--- src/rtl/instr_fetch_unit.sv ---
// instr_fetch_unit
//   Read-side initiator for main memory. Issues word-aligned reads, captures
//   the returned instruction words into a small first-word-fallthrough
//   prefetch FIFO and hands them, with their PCs, to decode over valid/ready.
//   A redirect pulse flushes buffered and in-flight fetches and restarts
//   fetch at the new PC.
//
// Ports
//   clk, rst          clock (rising edge), synchronous active-high reset
//   mem_read          read strobe to main memory
//   mem_addr          byte address to main memory
//   mem_data          read data from main memory
//   redirect_valid    one-cycle pulse: restart fetch at redirect_pc
//   redirect_pc       new fetch address, low two bits ignored
//   instr_valid       FIFO head valid
//   instr, instr_pc   FIFO head word and its byte address
//   instr_ready       decode accepts the head this cycle
module instr_fetch_unit #(
  parameter int unsigned       ADDR_W     = 17,
  parameter int unsigned       DATA_W     = 32,
  parameter int unsigned       FIFO_DEPTH = 4,
  parameter int unsigned       MEM_LAT    = 1,
  parameter logic [ADDR_W-1:0] RESET_PC   = '0
) (
  input  logic              clk,
  input  logic              rst,
  output logic              mem_read,
  output logic [ADDR_W-1:0] mem_addr,
  input  logic [DATA_W-1:0] mem_data,
  input  logic              redirect_valid,
  input  logic [ADDR_W-1:0] redirect_pc,
  output logic              instr_valid,
  output logic [DATA_W-1:0] instr,
  output logic [ADDR_W-1:0] instr_pc,
  input  logic              instr_ready
);

  localparam int unsigned PTR_W  = $clog2(FIFO_DEPTH);
  localparam int unsigned CNT_W  = PTR_W + 1;
  localparam int unsigned WAIT_W = (MEM_LAT > 1) ? $clog2(MEM_LAT) : 1;

  localparam logic [0:0] S_REQ  = 1'b0;
  localparam logic [0:0] S_HOLD = 1'b1;

  logic [0:0]        state;
  logic [WAIT_W-1:0] wait_cnt;
  logic [ADDR_W-1:0] fetch_pc;

  logic [DATA_W-1:0] fifo_data [FIFO_DEPTH];
  logic [ADDR_W-1:0] fifo_pc   [FIFO_DEPTH];
  logic [PTR_W-1:0]  rd_ptr;
  logic [PTR_W-1:0]  wr_ptr;
  logic [CNT_W-1:0]  count;

  logic              last_cycle;
  logic              push;
  logic              pop;
  logic [CNT_W-1:0]  count_next;

  always_comb begin
    last_cycle = (wait_cnt == WAIT_W'(MEM_LAT - 1));
    pop        = (count != '0) && instr_ready;
    // A redirect in the sampling cycle aborts the access, so nothing is pushed.
    push       = (state == S_REQ) && last_cycle && !redirect_valid;
    count_next = count + CNT_W'(push) - CNT_W'(pop);
  end

  assign instr_valid = (count != '0);
  assign instr       = fifo_data[rd_ptr];
  assign instr_pc    = fifo_pc[rd_ptr];

  // Gated by rst so the strobe is low during reset cycles yet rises in the
  // very first cycle after rst drops (the reset state is already S_REQ).
  assign mem_read = (state == S_REQ) && !rst;

  // S_HOLD is only entered right after a capture advanced fetch_pc, so the
  // address of the last access is fetch_pc - 4.
  assign mem_addr = (state == S_HOLD) ? (fetch_pc - ADDR_W'(4)) : fetch_pc;

  always_ff @(posedge clk) begin
    if (rst) begin
      state    <= S_REQ;
      wait_cnt <= '0;
      fetch_pc <= RESET_PC;
      rd_ptr   <= '0;
      wr_ptr   <= '0;
      count    <= '0;
      for (int unsigned i = 0; i < FIFO_DEPTH; i++) begin
        fifo_data[i] <= '0;
        fifo_pc[i]   <= '0;
      end
    end else if (redirect_valid) begin
      state    <= S_REQ;
      wait_cnt <= '0;
      fetch_pc <= redirect_pc & ~ADDR_W'(3);
      rd_ptr   <= '0;
      wr_ptr   <= '0;
      count    <= '0;
    end else begin
      if (push) begin
        fifo_data[wr_ptr] <= mem_data;
        fifo_pc[wr_ptr]   <= fetch_pc;
        wr_ptr            <= wr_ptr + PTR_W'(1);
      end
      if (pop) begin
        rd_ptr <= rd_ptr + PTR_W'(1);
      end
      count <= count_next;

      case (state)
        S_REQ: begin
          if (last_cycle) begin
            wait_cnt <= '0;
            fetch_pc <= fetch_pc + ADDR_W'(4);
            // Only start the next access if a slot is free for it.
            state    <= (count_next < CNT_W'(FIFO_DEPTH)) ? S_REQ : S_HOLD;
          end else begin
            wait_cnt <= wait_cnt + WAIT_W'(1);
          end
        end
        S_HOLD: begin
          if (pop) begin
            state <= S_REQ;
          end
        end
        default: state <= S_REQ;
      endcase
    end
  end

endmodule

--- config.mk ---
export PLATFORM = sky130hd
export DESIGN_NAME = instr_fetch_unit
export DESIGN_NICKNAME = d
export VERILOG_FILES = /design/src/rtl/instr_fetch_unit.sv
export SDC_FILE = /design/constraint.sdc
export NUM_CORES = 1
export LEC_CHECK = 0
export BUFFER_PORTS_ARGS = -buffer_cell sky130_fd_sc_hd__buf_2
export CAP_MARGIN = 5
export CORE_AREA = 5 5 142 144
export DETAILED_ROUTE_END_ITERATION = 7
export DIE_AREA = 0 0 147 149
export GPL_ROUTABILITY_DRIVEN = 0
export HOLD_SLACK_MARGIN = 0.02
export PLACE_DENSITY = 0.8
export SKIP_CTS_REPAIR_TIMING = 1
export SLEW_MARGIN = 0
export SYNTH_ARGS = -nofsm -noshare
export SYNTH_HDL_FRONTEND = slang
export SYNTH_SLANG_ARGS = --single-unit
--- constraint.sdc ---
create_clock -name clk -period 2.4 [get_ports clk]
set_input_delay 0.12 -clock clk [delete_from_list [all_inputs] [get_ports clk]]
set_output_delay 0.12 -clock clk [all_outputs]
set_load 0.005 [all_outputs]
Yosys cells after proc, flatten, opt, wreduce, memory -nomap -nowiden
Memories as Yosys holds them, arrays and structs flattened. A register that Yosys moved wholly into a read port is not among the register bits.
Cells that the tools add are included.
- reduce and logical (&&, ||, !) cells: 12
- multipliers: 0
- shifts and indexed selects: 0
- add/sub/neg operators: 7
- equal/unequal tests: 2
- div/mod/pow operators: 0
- magnitude comparators: 1
- muxes and demuxes: 25
- bitwise operators: 2
- operator list (kind ; number):
    $mux 17 ; 5
    $mux 32 ; 1
    $reduce_or 32->1 ; 1
    $add 17x3->17 const B ; 1
    $reduce_or 17->1 ; 1
    $sub 17x3->17 const B ; 1
    $mux 1 ; 12
    $mux 2 ; 6
    $add 2x1->2 const B ; 2
    $logic_and 1x1->1 ; 4
    $ne 2x2->1 const B ; 2
    $reduce_and 2->1 ; 2
    $add 3x1->3 ; 1
    $lt 3x3->1 const B ; 1
    $reduce_bool 3->1 ; 1
    $sub 3x1->3 ; 1
    $logic_not 1->1 ; 2
    $not 1->1 ; 2
    $pmux 1 s2 ; 1
    $reduce_or 2->1 ; 1
    $add 1x1->1 const B ; 1
- bits in registers: 26
- RAM bits: 196
- memories: 2
- word-level logic and storage cells: 58
- output and inout bits: 68
- bits in read-only memories: 0
- bits of input ports: 53
- bits in latches: 0
- memories (memory ; depth ; bits a word ; read ports ; clocked after Yosys merged registers in ; write ports ; RTL line ; source):
    fifo_data ; 4 ; 32 ; 1 ; 1 ; 4 ; 49 ; logic [DATA_W-1:0] fifo_data [FIFO_DEPTH];
    fifo_pc ; 4 ; 17 ; 1 ; 1 ; 4 ; 50 ; logic [ADDR_W-1:0] fifo_pc [FIFO_DEPTH];

Logic depth before layout (Yosys ltp)
Gate-level depths: netlist (run 1).
- word-level depth: 9
- depth in mapped cells: 10
- depth with buffers taken out: 8

Worst setup path before layout (run 1)
No wires, ideal clock.
- kind: register to register
- from: register state
- to: register state
- library setup time: 0.086 ns
- setup slack: 0.169 ns
- required time: 2.314 ns
- data arrival time: 2.145 ns
- path buffers: 2
- clock period less this slack: 2.231 ns
- stages on the path, launching flop included: 11
- cell sequence: dfxtp_1 -> buf_2 -> buf_1 -> nor2_1 -> xor2_1 -> ha_1 -> fa_1 -> xnor2_1 -> xnor2_1 -> nor2_1 -> a211oi_1
- cells in the longest elaborated chain, start to end: 9
- ends and longest elaborated chain (what ; RTL line ; source):
    start: declaration ; 45 ; logic [0:0] state;
    start signal: assignment ; 116 ; state <= (count_next < CNT_W'(FIFO_DEPTH)) ? S_REQ : S_HOLD;
    $not 1->1 ; -- ;
    $logic_and 1x1->1 (2 in a row) ; 64 ; push = (state == S_REQ) && last_cycle && !redirect_valid;
    $add 3x1->3 ; 65 ; count_next = count + CNT_W'(push) - CNT_W'(pop);
    $sub 3x1->3 ; 65 ;
    $lt 3x3->1 ; 116 ;
    $mux 1 ; 116 ;
    $mux 1 ; 112 ; if (last_cycle) begin
    $pmux 1 s2 (*) ; 110 ; case (state)
Every way passes the cells marked *; elsewhere a longest branch is shown, timed or not.
A chain may end at the register's enable or synchronous reset.

Worst setup path after layout (run 1)
- from: register fetch_pc[7]
- to: output port mem_addr[13]
- cells in the longest elaborated chain, start to end: 2
- ends and longest elaborated chain (what ; RTL line ; source):
    start: declaration ; 47 ; logic [ADDR_W-1:0] fetch_pc;
    start signal: assignment ; 95 ; fetch_pc <= redirect_pc & ~ADDR_W'(3);
    start signal: assignment ; 114 ; fetch_pc <= fetch_pc + ADDR_W'(4);
    $sub 17x3->17 ; 78 ; assign mem_addr = (state == S_HOLD) ? (fetch_pc - ADDR_W'(4)) : fetch_pc;
    $mux 17 ; 78 ;
    end: declaration ; 28 ; output logic [ADDR_W-1:0] mem_addr,
No other way between the ends.

==> results.json, run 1 <==
{
  "reg2reg_setup_slack_ns": 0.17,
  "grt_remaining_overflow": 0,
  "worst-slew-pin-transition_ns": 0.592,
  "ctsRootBufferMaster": "clkbuf_16",
  "detailed_route_drc_error_count": 0,
  "cts_buffer_depth": 3,
  "synth_top_cell_by_area": "edfxtp_1",
  "number_of_maximum_capacitance_violations": 0,
  "cp-start-kind": "flop",
  "grt_first_pass_wirelength_mm": 32.6,
  "critical_path_peak_fanout": 5,
  "pwr_density_cell_nw_per_um2": 727,
  "ys.flop_type": "edfxtp_1",
  "drtPass1Iterations": 5,
  "report.final.hold_viol_count": 0,
  "min_to": "fetch_pc[5]$_SDFFE_PP0P_",
  "die_area_um2": 21900,
  "synthesis.instances": 669,
  "synth_seq_cells": 213,
  "top_post_synthesis_cells_by_area": "edfxtp_1 (58%), and2_1 (12%), mux4_2 (11%), dfxtp_1 (5.1%), xnor2_1 (1.6%)",
  "post_dp_cell_area_um2": 10600,
  "final_layout_size_suffix_gt1_share_pct": 28.5,
  "die_width_um": 147,
  "r2r-end": "state$_SDFF_PP0_",
  "power.total_mw": 8.63,
  "number_of_buffers_added_by_the_clock_tree_synthesis_step": 22,
  "layout.filler_cells": 1309,
  "clkLatencyLatePin_ns": 0.49,
  "netlist-cell-type-count": 44,
  "post-dp-hpwl_mm": 12.6,
  "synth.top_cells.by_count": "edfxtp_1 (188), and2_1 (182), mux4_2 (47)",
  "ir_drop_mv": 0.553,
  "critical_path.max_stage_delay_ns": 0.57,
  "dp.cells": 981,
  "worst_clock_skew_ns": 0.00984,
  "ys.warnings.count": 0,
  "number_of_antenna_violations_at_the_first_check_in_global_routing": 0,
  "r2r-start": "count[1]$_SDFF_PP0_",
  "cts-htree-levels": 1,
  "grt_start_max_net_pins": 48,
  "port-buffer-count": 114,
  "setup_viol": 0,
  "period_minus_slack_ns": 2.36,
  "min_from": "rst",
  "cp_data_arrival_time_ns": 2.24,
  "grt_setup_unrepaired": "true",
  "worstHoldPathType": "input port to flop",
  "worst-endpoint-required_ns": 2.28,
  "die_height_um": 149,
  "final-instance-count-excl-fill": 1073,
  "top_level_ports": 121,
  "synth.most_common_cell": "edfxtp_1",
  "vias_per_cell": 5.43,
  "worst_path_dominant_cell_family": "simple AND/OR/NAND/NOR gates",
  "worst_slew_margin_rel_pct": 60.5,
  "synth_enable_flop_cells": 188,
  "static-leakage-power_nw": 4.59,
  "ys_seq_area_share_pct": 63.2,
  "maxSlewViolCount": 0,
  "fp-row-count": 50,
  "timing.fmax_mhz": 423,
  "stdcell_area_um2": 11900,
  "cts.sink_count": 213,
  "drt-initial-drc-count": 459,
  "outcome": "finished, final reports clean",
  "wire_per_inst_um": 19.5,
  "antenna-diode-count": 0,
  "core_region_area_um2": 18600,
  "criticalPathCategory": "flop to output port",
  "cts.clk_slew.worst_paths_ns": 0.06,
  "route.antenna.remaining_nets": 0,
  "final_net_count": 880,
  "synth_area_um2": 9730,
  "starting_density_of_the_core_pct": 52.4,
  "cts_tree": "built",
  "critical-path-slowest-cell": "or4_4",
  "share_of_synthesized_registers_carrying_an_async_set_or_reset_pct": 0,
  "vias": 5823,
  "synthesis.area_per_instance_um2": 14.5,
  "timing.critical_path.to_type": "output port",
  "synth_top_area_share_pct": 58.0,
  "ff2ff_path_depth": 8,
  "grtUsageTotal_pct": 18.9,
  "final_min_period_over_clock_period_pct": 98.5,
  "critPathBufInv": 1,
  "worstPathCellList": "or4_4, nor3_4, nor3b_2, xor2_1, buf_2",
  "hold_path_depth": 2,
  "layout-area-overhead-vs-synth_pct": 21.9,
  "first_global_vias": 6095,
  "wl_mm": 20.9
}
==> cell families after synthesis <==
logic type                 after synthesis  synth area share, %
xor gates and xnor gates                31                 2.79
adders and majority gates                4                0.591
other                                    1               0.0385
muxes                                   51                 11.3
and+or+nand+nor                        270                 17.0
DFF                                    213                 63.2
AOI/OAI and AO/OA                       29                 1.85
buffers and inverters                   70                 3.24
==> layer usage <==
metal	vias to the layer above	track usage (%)	routed length, um
li1	2708	-	-
met1	2907	24.6	8530
met2	179	34.0	11000
met3	29	2.40	966
met4	0	4.75	386
met5	-	0	0
==> worst max-delay path by stage <==
stage | to | from | slack [ns] | depth (start not counted)
final | mem_addr[13] | fetch_pc[7]$_SDFFE_PP0P_ | 0.04 | 5
after global routing | mem_addr[9] | state$_SDFF_PP0_ | -0.06 | 6
after CTS | mem_addr[9] | state$_SDFF_PP0_ | -0.12 | 6
after detailed placement | state$_SDFF_PP0_ | count[1]$_SDFF_PP0_ | 0.24 | 8
after global placement | state$_SDFF_PP0_ | count[1]$_SDFF_PP0_ | 0.35 | 8
after floorplan | state$_SDFF_PP0_ | state$_SDFF_PP0_ | 0.17 | 10
==> metrics by stage <==
| stage | utilization (%) | TNS (ns) | hold WS, ns | setup WS (ns) |
|---|---|---|---|---|
| after detailed placement | 57.0 | 0 | 0.361 | 0.240 |
| after floorplan | - | 0 | 0.263 | 0.169 |
| after global routing | 63.9 | -0.112 | 0.0432 | -0.0592 |
| after CTS | 60.9 | -0.373 | -0.156 | -0.122 |
| after global placement | 57.0 | 0 | 0.346 | 0.350 |
| final | 63.9 | 0 | 0.0207 | 0.0359 |
==> power by group <==
part / total [mW] / internal (mW) / leakage, nW / switching, mW
clock network: 3.43 / 2.08 / 0.354 / 1.35
logic: 0.829 / 0.415 / 2.07 / 0.414
registers: 4.37 / 4.26 / 2.16 / 0.115
==> sequential cells by signal, summed over array words and instances (netlist names), named ones only <==
register   flops
count          3
rd_ptr         2
fetch_pc      15
state          1
fifo_pc       60
wr_ptr         2
fifo_data    128
==> final cells by class <==
class                   count  area [um2]  share of cell area (%)
clock inverters            11         133                    1.12
flip-flops and latches    213        6160                    51.9
inverters                  14        52.6                   0.443
repair buffers            183        1310                    11.0
well taps                 234         293                    2.47
multi-input cells         389        3320                    28.0
clock buffers              29         598                    5.04
==> cells in the final DEF (no fill, tap or decap), types with 6 or more instances in the layout <==
cell,count
a21oi_1,13
and2_1,182
buf_12,8
buf_2,114
buf_4,13
clkbuf_1,6
clkbuf_16,23
dfxtp_1,17
dlygate4sd3_1,47
edfxtp_1,188
inv_1,14
mux4_2,47
nand2_1,11
nand4b_1,6
nor2_1,27
nor4_1,10
o21a_1,7
xnor2_1,17
xor2_1,13
Note: power is estimated with default switching activity, not from simulation.
==> run 2, diff against run 1 <==
Settings changed: ABC_AREA from default to 1, CORE_AREA 5 5 142 144 to 5 5 145 147, DIE_AREA 0 0 147 149 to 0 0 150 152, PLACE_DENSITY 0.8 to 0.79.
==> results.json, run 2 <==
{
  "first_global_vias": 7494,
  "fin_ws_ns": 0.244,
  "final_layout_size_suffix_gt1_share_pct": 21.0,
  "ctsRootBufferMaster": "clkbuf_16",
  "cp_data_arrival_time_ns": 2.04,
  "worst-slew-pin-transition_ns": 0.730,
  "worstHoldPathType": "input port to flop",
  "share_of_synthesized_registers_carrying_an_async_set_or_reset_pct": 0,
  "die_height_um": 152,
  "period_minus_slack_ns": 2.16,
  "netlist-cell-type-count": 33,
  "top_reg_by_flops": "fifo_data",
  "antenna-diode-count": 0,
  "grt_first_pass_wirelength_mm": 36.6,
  "ys.warnings.count": 0,
  "wire_per_inst_um": 16.6,
  "worst_slew_margin_rel_pct": 51.3,
  "post_dp_cell_area_um2": 11000,
  "post-dp-hpwl_mm": 13.8,
  "fp-row-count": 52,
  "report.final.hold_viol_count": 2,
  "ir_drop_mv": 0.524,
  "power.total_mw": 8.47,
  "port-buffer-count": 114,
  "outcome": "finished, violations left",
  "number_of_antenna_violations_at_the_first_check_in_global_routing": 0,
  "grt_remaining_overflow": 0,
  "largest_register_ffs": 128,
  "cp-start-kind": "flop",
  "synth.top_cells.by_count": "nor2_1 (250), edfxtp_1 (188), o21ai_0 (112)",
  "ys.flop_type": "edfxtp_1",
  "synthesis.instances": 1022,
  "worst_hold_slack_ns": -0.0121,
  "timing.critical_path.to_type": "output port",
  "synth_top_cell_by_area": "edfxtp_1",
  "violations": "negative hold slack",
  "mostFrequentLayoutCell": "nor2_1",
  "final_min_period_over_clock_period_pct": 89.8,
  "synth_enable_flop_cells": 188,
  "grt_setup_unrepaired": "false",
  "stdcell_area_um2": 12100,
  "route.antenna.remaining_nets": 0,
  "cts.clk_slew.worst_paths_ns": 0.06,
  "dp.cells": 1369,
  "worst_setup_slack_post_dpl_ns": 0.360,
  "pwr_density_cell_nw_per_um2": 700,
  "synth_top_area_share_pct": 55.9,
  "cts-htree-levels": 1,
  "maxSlewViolCount": 0,
  "core_region_area_um2": 19800,
  "number_of_buffers_added_by_the_clock_tree_synthesis_step": 23,
  "timing.fmax_mhz": 464,
  "ys_seq_area_share_pct": 60.8,
  "number_of_maximum_capacitance_violations": 0,
  "layout_common_cells": "nor2_1 (250), edfxtp_1 (188), buf_2 (114)",
  "top_post_synthesis_cells_by_area": "edfxtp_1 (56%), nor2_1 (9.3%), o21ai_0 (5.5%), dfxtp_1 (5.0%), nor2_4 (4.5%)",
  "reg.largest.list": "fifo_data (128), fifo_pc (60), fetch_pc (15)",
  "drt-initial-drc-count": 576,
  "clkLatencyLatePin_ns": 0.50,
  "synth.most_common_cell": "nor2_1",
  "static-leakage-power_nw": 4.92,
  "synth_area_um2": 10100,
  "final.setup.tns_ns": 0,
  "vias_per_cell": 5.27,
  "cts.sink_count": 213,
  "drtPass1Iterations": 5,
  "vias": 7637,
  "grtUsageTotal_pct": 19.9,
  "cts_tree": "built",
  "layout.core_utilization_pct": 61.2,
  "cts_buffer_depth": 3,
  "layout-area-overhead-vs-synth_pct": 19.8,
  "top_level_ports": 121,
  "die_area_um2": 22800,
  "synthesis.area_per_instance_um2": 9.88,
  "setup_viol": 0,
  "worst-endpoint-required_ns": 2.28,
  "die_width_um": 150,
  "starting_density_of_the_core_pct": 51.1,
  "synth_seq_cells": 213,
  "detailed_route_drc_error_count": 0,
  "final-instance-count-excl-fill": 1449,
  "critical_path_peak_fanout": 7,
  "grt_start_max_net_pins": 95,
  "worst_clock_skew_ns": 0.0126,
  "wl_mm": 24.1,
  "final_net_count": 1221,
  "criticalPathCategory": "flop to output port"
}
-- run 2: cell type report --
cell class                 instances  area [um2]
fill                            1600        7680
sequential                       213        6150
multi-input combinational        630        3210
timing repair buffer             174        1250
clock buffer                      28         594
inverter                         122         460
tap                              270         338
clock inverter                    12        92.6
-- run 2: path summary, 6_finish.rpt --
check                                               from                         to  slack (ns)  cells past startpoint
worst max register to register          state$_SDFF_PP0_           state$_SDFF_PP0_        0.33                     11
worst min-delay path                     redirect_pc[15]  fetch_pc[15]$_SDFFE_PP0P_       -0.01                      5
worst max-delay path            fetch_pc[5]$_SDFFE_PP0P_               mem_addr[13]        0.24                      7
worst min register to register    rd_ptr[1]$_SDFFE_PP0P_     rd_ptr[1]$_SDFFE_PP0P_        0.49                      2
-- run 2: cell families (layout without fill, tap and decap cells) --
kind of cell,count (synthesis),in the layout,share of synthesized area [%]
AO/OA/AOI/OAI,184,184,9.84
adder cells (fa/ha/maj),4,4,0.570
flip-flops,213,213,60.8
AND/OR/NAND/NOR,424,424,19.9
XOR/XNOR,14,14,1.21
buffers and inverters,182,336,7.58
other,1,4,0.0371
-- run 2: where the power goes --
part / internal, mW / total [mW] / leakage (nW) / switching, mW
combinational: 0.338 / 0.916 / 2.43 / 0.578
sequential: 4.24 / 4.32 / 2.16 / 0.0780
clock: 1.87 / 3.23 / 0.340 / 1.36
total: 6.45 / 8.47 / 4.92 / 2.02
-- run 2: metal layers --
| metal | share of wire, % | track usage [%] | up-vias |
|---|---|---|---|
| met4 | 2.6 | 6.19 | 0 |
| met5 | 0 | 0 | - |
| met3 | 8.1 | 2.44 | 49 |
| li1 | - | - | 3661 |
| met1 | 40 | 27.1 | 3581 |
| met2 | 49 | 33.2 | 346 |
-- run 2: worst max-delay path: stages (launching register included) --
cell     delay [ns]
dfxtp_1        0.34
inv_1          0.24
nand4_1        0.21
nor3_1         0.38
nand3_1        0.12
nand2_1        0.08
nand2_1        0.05
buf_2          0.12
